[config.mk]
export PLATFORM = sky130hd
export DESIGN_NAME = multi_port_op_queue
export DESIGN_NICKNAME = d
export VERILOG_FILES = /design/src/rtl/multi_port_op_queue.sv
export SDC_FILE = /design/constraint.sdc
export NUM_CORES = 2
export LEC_CHECK = 0
export BUFFER_PORTS_ARGS = -buffer_cell sky130_fd_sc_hd__buf_4
export CELL_PAD_IN_SITES_DETAIL_PLACEMENT = 2
export CELL_PAD_IN_SITES_GLOBAL_PLACEMENT = 2
export CORE_ASPECT_RATIO = 1.4
export CORE_MARGIN = 2
export CORE_UTILIZATION = 45
export DETAILED_ROUTE_END_ITERATION = 7
export MAX_ROUTING_LAYER = met4
export PLACE_DENSITY_LB_ADDON = 0.1
export SLEW_MARGIN = 20
export SYNTH_ARGS = -nofsm -noshare
export SYNTH_HDL_FRONTEND = slang
export SYNTH_SLANG_ARGS = --single-unit
[constraint.sdc]
create_clock -name clk_in -period 15.6 [get_ports clk_in]
set_input_delay 0.78 -clock clk_in [delete_from_list [all_inputs] [get_ports clk_in]]
set_output_delay 0.78 -clock clk_in [all_outputs]
set_load 0.02 [all_outputs]
[src/rtl/multi_port_op_queue.sv]
// rtl/multi_port_op_queue.sv - dual-port op FIFO between decode and issue, 0..2 in and 0..2 out per cycle
module multi_port_op_queue #(
  parameter int DATA_W   = 88,
  parameter int DEPTH    = 16,
  parameter int AF_SLACK = 2
) (
  input  logic                         clk_in,
  input  logic                         rst_n_in,
  input  logic                         rdy_in,
  input  logic                         flush_in,
  input  logic [1:0]                   push_cnt_in,
  input  logic [DATA_W-1:0]            push_data0_in,
  input  logic [DATA_W-1:0]            push_data1_in,
  output logic                         push_ack_out,
  output logic [DATA_W-1:0]            head0_out,
  output logic [DATA_W-1:0]            head1_out,
  output logic [1:0]                   head_valid_out,
  input  logic [1:0]                   pop_cnt_in,
  output logic [$clog2(DEPTH):0]       count_out,
  output logic                         full_out,
  output logic                         almost_full_out
);

  localparam int PW = $clog2(DEPTH);
  localparam int CW = PW + 1;
  localparam logic [CW-1:0] DEPTH_C = CW'(DEPTH);
  localparam logic [CW-1:0] SLACK_C = CW'(AF_SLACK);

  logic [DATA_W-1:0] r_mem [DEPTH];
  logic [PW-1:0]     r_front;
  logic [PW-1:0]     r_rear;
  logic [CW-1:0]     r_count;

  logic              w_active;
  logic [CW-1:0]     w_push_n;
  logic [CW-1:0]     w_pop_n;
  logic [CW-1:0]     w_free;
  logic              w_ack;
  logic [CW-1:0]     w_push_acc;
  logic [CW-1:0]     w_eff_pop;
  logic [PW-1:0]     w_front1;
  logic [PW-1:0]     w_rear1;

  // Request decode: a count of 3 is folded to 2, pops are clipped to what is held,
  // and space is judged on the registered count only (no same-cycle pop credit).
  always_comb begin
    w_active   = rdy_in & ~flush_in;
    w_push_n   = (push_cnt_in == 2'd3) ? CW'(2) : CW'(push_cnt_in);
    w_pop_n    = (pop_cnt_in  == 2'd3) ? CW'(2) : CW'(pop_cnt_in);
    w_free     = DEPTH_C - r_count;
    w_ack      = w_active & (w_push_n != '0) & (w_free >= w_push_n);
    w_push_acc = w_ack ? w_push_n : '0;
    w_eff_pop  = '0;
    if (w_active) begin
      w_eff_pop = (w_pop_n > r_count) ? r_count : w_pop_n;
    end
    w_front1   = r_front + PW'(1);
    w_rear1    = r_rear + PW'(1);
  end

  // Pointer and occupancy state; flush behaves exactly like reset and wins over push/pop.
  always_ff @(posedge clk_in) begin
    if (!rst_n_in || flush_in) begin
      r_front <= '0;
      r_rear  <= '0;
      r_count <= '0;
    end else if (rdy_in) begin
      r_rear  <= r_rear + w_push_acc[PW-1:0];
      r_front <= r_front + w_eff_pop[PW-1:0];
      r_count <= r_count + w_push_acc - w_eff_pop;
    end
  end

  // Entry storage is never cleared; validity comes only from the occupancy count.
  always_ff @(posedge clk_in) begin
    if (rst_n_in && w_ack) begin
      r_mem[r_rear] <= push_data0_in;
      if (w_push_n == CW'(2)) begin
        r_mem[w_rear1] <= push_data1_in;
      end
    end
  end

  // Status and head outputs, each head gated to zero when not backed by a live entry.
  always_comb begin
    push_ack_out      = w_ack;
    count_out         = r_count;
    full_out          = (r_count == DEPTH_C);
    almost_full_out   = ((DEPTH_C - r_count) <= SLACK_C);
    head_valid_out[0] = (r_count >= CW'(1));
    head_valid_out[1] = (r_count >= CW'(2));
    head0_out         = head_valid_out[0] ? r_mem[r_front]  : '0;
    head1_out         = head_valid_out[1] ? r_mem[w_front1] : '0;
  end

endmodule
Word-level counts from Yosys, hierarchy flattened:

Memories as Yosys holds them, arrays and structs flattened. A register that Yosys moved wholly into a read port is not among the register bits.
Index checks and enable logic that the tools add are counted.

* register bits after elaboration: 13
* bits in writable memories: 1408
* input port bits: 184
* output and inout bits: 186
* memories kept: 1

Memories
* r_mem: depth 16, width 88, rd ports 2, clocked after Yosys merged registers in 1, wr ports 2, RTL line 29 `logic [DATA_W-1:0] r_mem [DEPTH];`

* $add $sub $neg: 7
* $lt $le $gt $ge: 5
* equality and inequality tests: 4
* multiplexer cells: 14
* bitwise logic cells: 4
* reduce and logical (&&, ||, !) cells: 4

Operator list (number)
* 2-to-1 mux 88 bit: 2
* 2-to-1 mux 5 bit: 2
* adder 4 x 1 -> 4 bit, second input constant: 2
* 2-to-1 mux 4 bit: 2
* == test 2 bit, second input constant: 3
* 2-to-1 mux 2 bit: 3
* adder 5 x 2 -> 5 bit: 1
* == test 5 bit, second input constant: 1
* >= comparator 5 x 1 -> 1 bit, second input constant: 1
* >= comparator 5 x 2 -> 1 bit: 1
* >= comparator 5 x 2 -> 1 bit, second input constant: 1
* > comparator 2 x 5 -> 1 bit: 1
* less-or-equal comparator 5 x 2 -> 1 bit, second input constant: 1
* 2-to-1 mux 1 bit: 5
* nonzero test 5 bit: 1
* subtractor 5 bit: 1
* subtractor 5 bit, first input constant: 1
* adder 4 x 2 -> 4 bit: 1
* adder 4 bit: 1
* AND 1 bit: 3
* logical AND 1 bit: 1
* logical NOT 1 bit: 1
* logical OR 1 bit: 1
* NOT 1 bit: 1

Depth between registers and ports, before layout:

* word-level depth: 8
* mapped depth: 19
* depth with buffers taken out: 17

Least setup slack after synthesis:

No wires, ideal clock.

* kind: input -> register
* start point: input port push_cnt_in[1]
* end point: memory r_mem[14][0] (enable)
* arrival: 10.714 ns
* data required time: 14.827 ns
* slack: 4.113 ns
* stages on the path: 9
* buffers on the path: 2
* path through: clkbuf_2 -> nor2b_1 -> ha_1 -> nand2b_1 -> a211oi_1 -> o21ai_2 -> buf_4 -> nand2_1 -> o41ai_1

RTL lines
* start, declared: RTL line 11 `input logic [1:0] push_cnt_in,`
* end, declared: RTL line 29

Worst setup path after layout:

* start point: register r_front[0]
* end point: output port head1_out[75]

* word-level cells in the longest chain between the ends: 3

Ends and longest elaborated chain
* start, declared: RTL line 30 `logic [PW-1:0] r_front;`
* start signal, assigned: RTL line 69 `r_front <= r_front + w_eff_pop[PW-1:0];`
* adder 4 x 1 -> 4 bit: RTL line 57 `w_front1 = r_front + PW'(1);`
* memory read (16 x 88 bit)
* 2-to-1 mux 88 bit: RTL line 93 `head1_out = head_valid_out[1] ? r_mem[w_front1] : '0;`
* end, declared: RTL line 16 `output logic [DATA_W-1:0] head1_out,`

No other way between the ends.

==> flow_summary_export.csv <==
group,metric,value,unit
critical_path,slowest_stage,"buf_4",
clock_network,cts.sinks,1425,
outcome,status,"finished, final reports clean",
synth,ys_types,47,
route,firstDrtPassIters,5,
global_route,grt_busiest_layer,"met2",
critical_path,end_kind,"output pin",
finish,layout_commonest_cell,"edfxtp_1",
floorplanning,io_pins,370,
sta,clock.fmax,145.2,MHz
floorplanning,initial_core_util,45.22,%
sta,maxSlewViolCount,0,
power_and_ir_drop,power_leakage,0.02883,µW
synth,synthSimpleGateAreaFrac,0.7589,%
finish,fillers,16330,
clock_network,insertion_delay,0.83,ns
finish,syn2layout_area_growth,11.60,%
global_route,grt_pass1_vias,55330,
critical_path,critical_path_class,"reg2out",
finish,fin_nets,5103,
clock_network,clk_pin_slew_worst_paths,0.07,ns
global_route,grt_max_degree,123,
sta,fin_worst_skew,0.04243,ns
critical_path,arrival,6.11,ns
global_route,met1_usage,43.55,%
clock_network,post_cts_buffers,0,
route,via_per_inst,6.867,
finish,finish.utilization,50.47,%
finish,final_cell_mix,"edfxtp_1 (1408), mux2_2 (1194), mux4_2 (704)",
synth,yosysSeqAreaShare,51.39,%
sta,worst_pin_slew,1.167,ns
sta,hold_violations,0,
power_and_ir_drop,switching_share,24.62,%
synth,muxShareOfSynthArea,42.58,%
floorplanning,dieArea,187800,µm²
critical_path,cpLargestDelayFamily,"buffers and inverters",
critical_path,cp_max_fo,55,
power_and_ir_drop,worst_ir_drop_vdd,0.1355,mV
global_route,grt_usage,33.05,%
sta,setup_viol,0,
critical_path,crit_top_cell,"buf_4",
critical_path,crit_path_max_incr_delay,0.86,ns
critical_path,reg2reg_from,"count_out[0]$_SDFFE_PP0P_",
clock_network,ctsHoldBuffers,0,
clock_network,cts_inserted_buffers,153,
critical_path,crit_chain,"ha_4, buf_4, buf_4, buf_4, mux4_2, mux2i_1, o22ai_1, buf_4",
place,dpl.hpwl,166.2,mm
clock_network,htreeDepth,4,
synth,yosys.area_share.adder,0.4134,%
route,via_count,51470,
synth,synth-edff-count,1408,
sta,slew_headroom,22.18,%
route,drtIter0Drc,5757,
synth,synth-xor-area-share,0.08449,%
clock_network,clockBufferDepth,3,
sta,rsz0062_at_grt,"no",
critical_path,rrSetupSlack,10.16,ns
synth,async_flop_share,0,%
finish,drive_above_1_share,52.80,%
synth,netlist_instances,4820,
global_route,grtUsageMet2,52.51,%
global_route,antenna_found_initial,38,
place,dp.cells,7181,
clock_network,cts_resized,0,
power_and_ir_drop,p_int,6721,µW
finish,fin_cells,7495,
route,wire_per_inst,40.68,µm
place,io_buffer_count,369,
job,cap_violations,0,
floorplanning,fp.dieW,366.8,µm
power_and_ir_drop,p_clk_share,41.7,%
synth,syn_avg_cell_area,17.21,µm²
power_and_ir_drop,p_sw,2195,µW
clock_network,tritoncts,"done",
synth,syn-cell-area,82930,µm²
route,drc,0,
critical_path,worstPathRequired,14.82,ns
sta,min_period,6.887,ns
critical_path,cp-startpoint,"r_front[0]$_SDFFE_PP0P_",
critical_path,critPathBufInv,4,
sta,finalCritPeriodShare,44.15,%
floorplanning,die-height,511.9,µm
place,gp_congestion,0.8029,
sta,setup_tns,0,ns
worst_hold_path,hold_path.class,"in2reg",
floorplanning,core,183400,µm²
synth,synth_compound_area_share,1.577,%
sta,hold_ws,0.3693,ns
synth,yosys_most_used_dff,"edfxtp_1",
critical_path,crit_path_end,"head1_out[75]",
power_and_ir_drop,total_power,8916,µW
critical_path,crit_cells,8,
clock_network,root_buffer,"clkbuf_16",
power_and_ir_drop,comb_power_share,10.8,%
route,ant_nets,0,
critical_path,r2r_cells,11,
global_route,overflow,0,
power_and_ir_drop,p_per_area,96.33,nW/µm²
synth,synth_warnings,0,
floorplanning,core.rowCount,186,
critical_path,r2r-end,"r_mem[12][68]$_DFFE_PP_",
route,postRouteWirelength,304.9,mm
power_and_ir_drop,p_seq_share,47.5,%
global_route,gr-usage-met3,6.107,%
synth,ys_seq_elements,1425,
synth,synth_top_family_by_area,"multiplexers",
global_route,grt_first_pass_wirelength,428.4,mm
critical_path,worstSetupStartpointType,"flip-flop",
-- metrics by stage --
step | setup slack, ns | area [µm²]
finish | 8.713 | 92550
floorplan | 4.113 | 82940
global placement | 9.622 | 87490
CTS | 8.710 | 92400
detailed placement | 9.626 | 87490
global route | 8.607 | 92550
-- final cells by class --
cell class / instances / area, µm² / share of cell area (%)
clock inverters: 78 / 802.0 / 0.8666
repair buffers: 483 / 3800 / 4.106
inverters: 13 / 48.80 / 0.05272
diodes: 40 / 100.1 / 0.1082
well taps: 2444 / 3058 / 3.304
multi-input cells: 2818 / 38000 / 41.06
flip-flops and latches: 1425 / 42640 / 46.07
clock buffers: 194 / 4110 / 4.441
-- metal layers --
metal / up-vias / part of all wire, % / routed length, µm
met1: 28270 / 41 / 126300
met4: 0 / 2.8 / 8563
li1: 20200 / - / -
met2: 2464 / 48 / 147100
met3: 539 / 7.5 / 22940
met5: - / 0 / 0
-- power groups by stage --
| stage | clock network, µW | registers [µW] | logic [µW] |
|---|---|---|---|
| finish | 3720 | 4230 | 964 |
| global route | 3890 | 4230 | 1010 |
| CTS | 3780 | 4230 | 963 |
| detailed placement | 0 | 4310 | 957 |
| global placement | 0 | 4310 | 935 |
| floorplan | 0 | 4310 | 553 |
-- sequential cells by signal (all words and copies together), names as in the netlist, named ones only --
signal and flops:
r_mem 1408, r_front 4, r_rear 4, count_out 5
-- cell families after synthesis --
kind of cell | Yosys count
other cells | 2
fa+ha+maj | 25
compound gates | 208
buf+inv | 578
simple gates | 102
mux | 2472
flops | 1425
xor+xnor | 8
-- cell usage after synthesis, types with 19 or more instances --
cell / n / area share [%]
buf_1: 32 / 0.14
buf_2: 186 / 1.1
buf_4: 19 / 0.17
buf_6: 22 / 0.30
clkbuf_1: 305 / 1.4
edfxtp_1: 1408 / 51
ha_1: 21 / 0.32
mux2_1: 214 / 2.9
mux2_2: 1194 / 16
mux2i_1: 360 / 4.3
mux4_2: 704 / 19
nor2_1: 28 / 0.13
o22ai_1: 177 / 1.3
-- worst min path at each step --
stage	startpoint	end	slack, ns	cells after the start
after CTS	push_data1_in[83]	r_mem[13][83]$_DFFE_PP_	0.31	2
after global routing	push_data1_in[84]	r_mem[4][84]$_DFFE_PP_	0.36	2
after global placement	r_front[3]$_SDFFE_PP0P_	flip-flop	0.56	2
after floorplan	r_rear[3]$_SDFFE_PP0P_	r_rear[3]$_SDFFE_PP0P_	0.51	2
final	push_data1_in[82]	r_mem[14][82]$_DFFE_PP_	0.37	2
after detailed placement	r_front[3]$_SDFFE_PP0P_	flip-flop	0.56	2
Power figures use the tool's default switching activity.
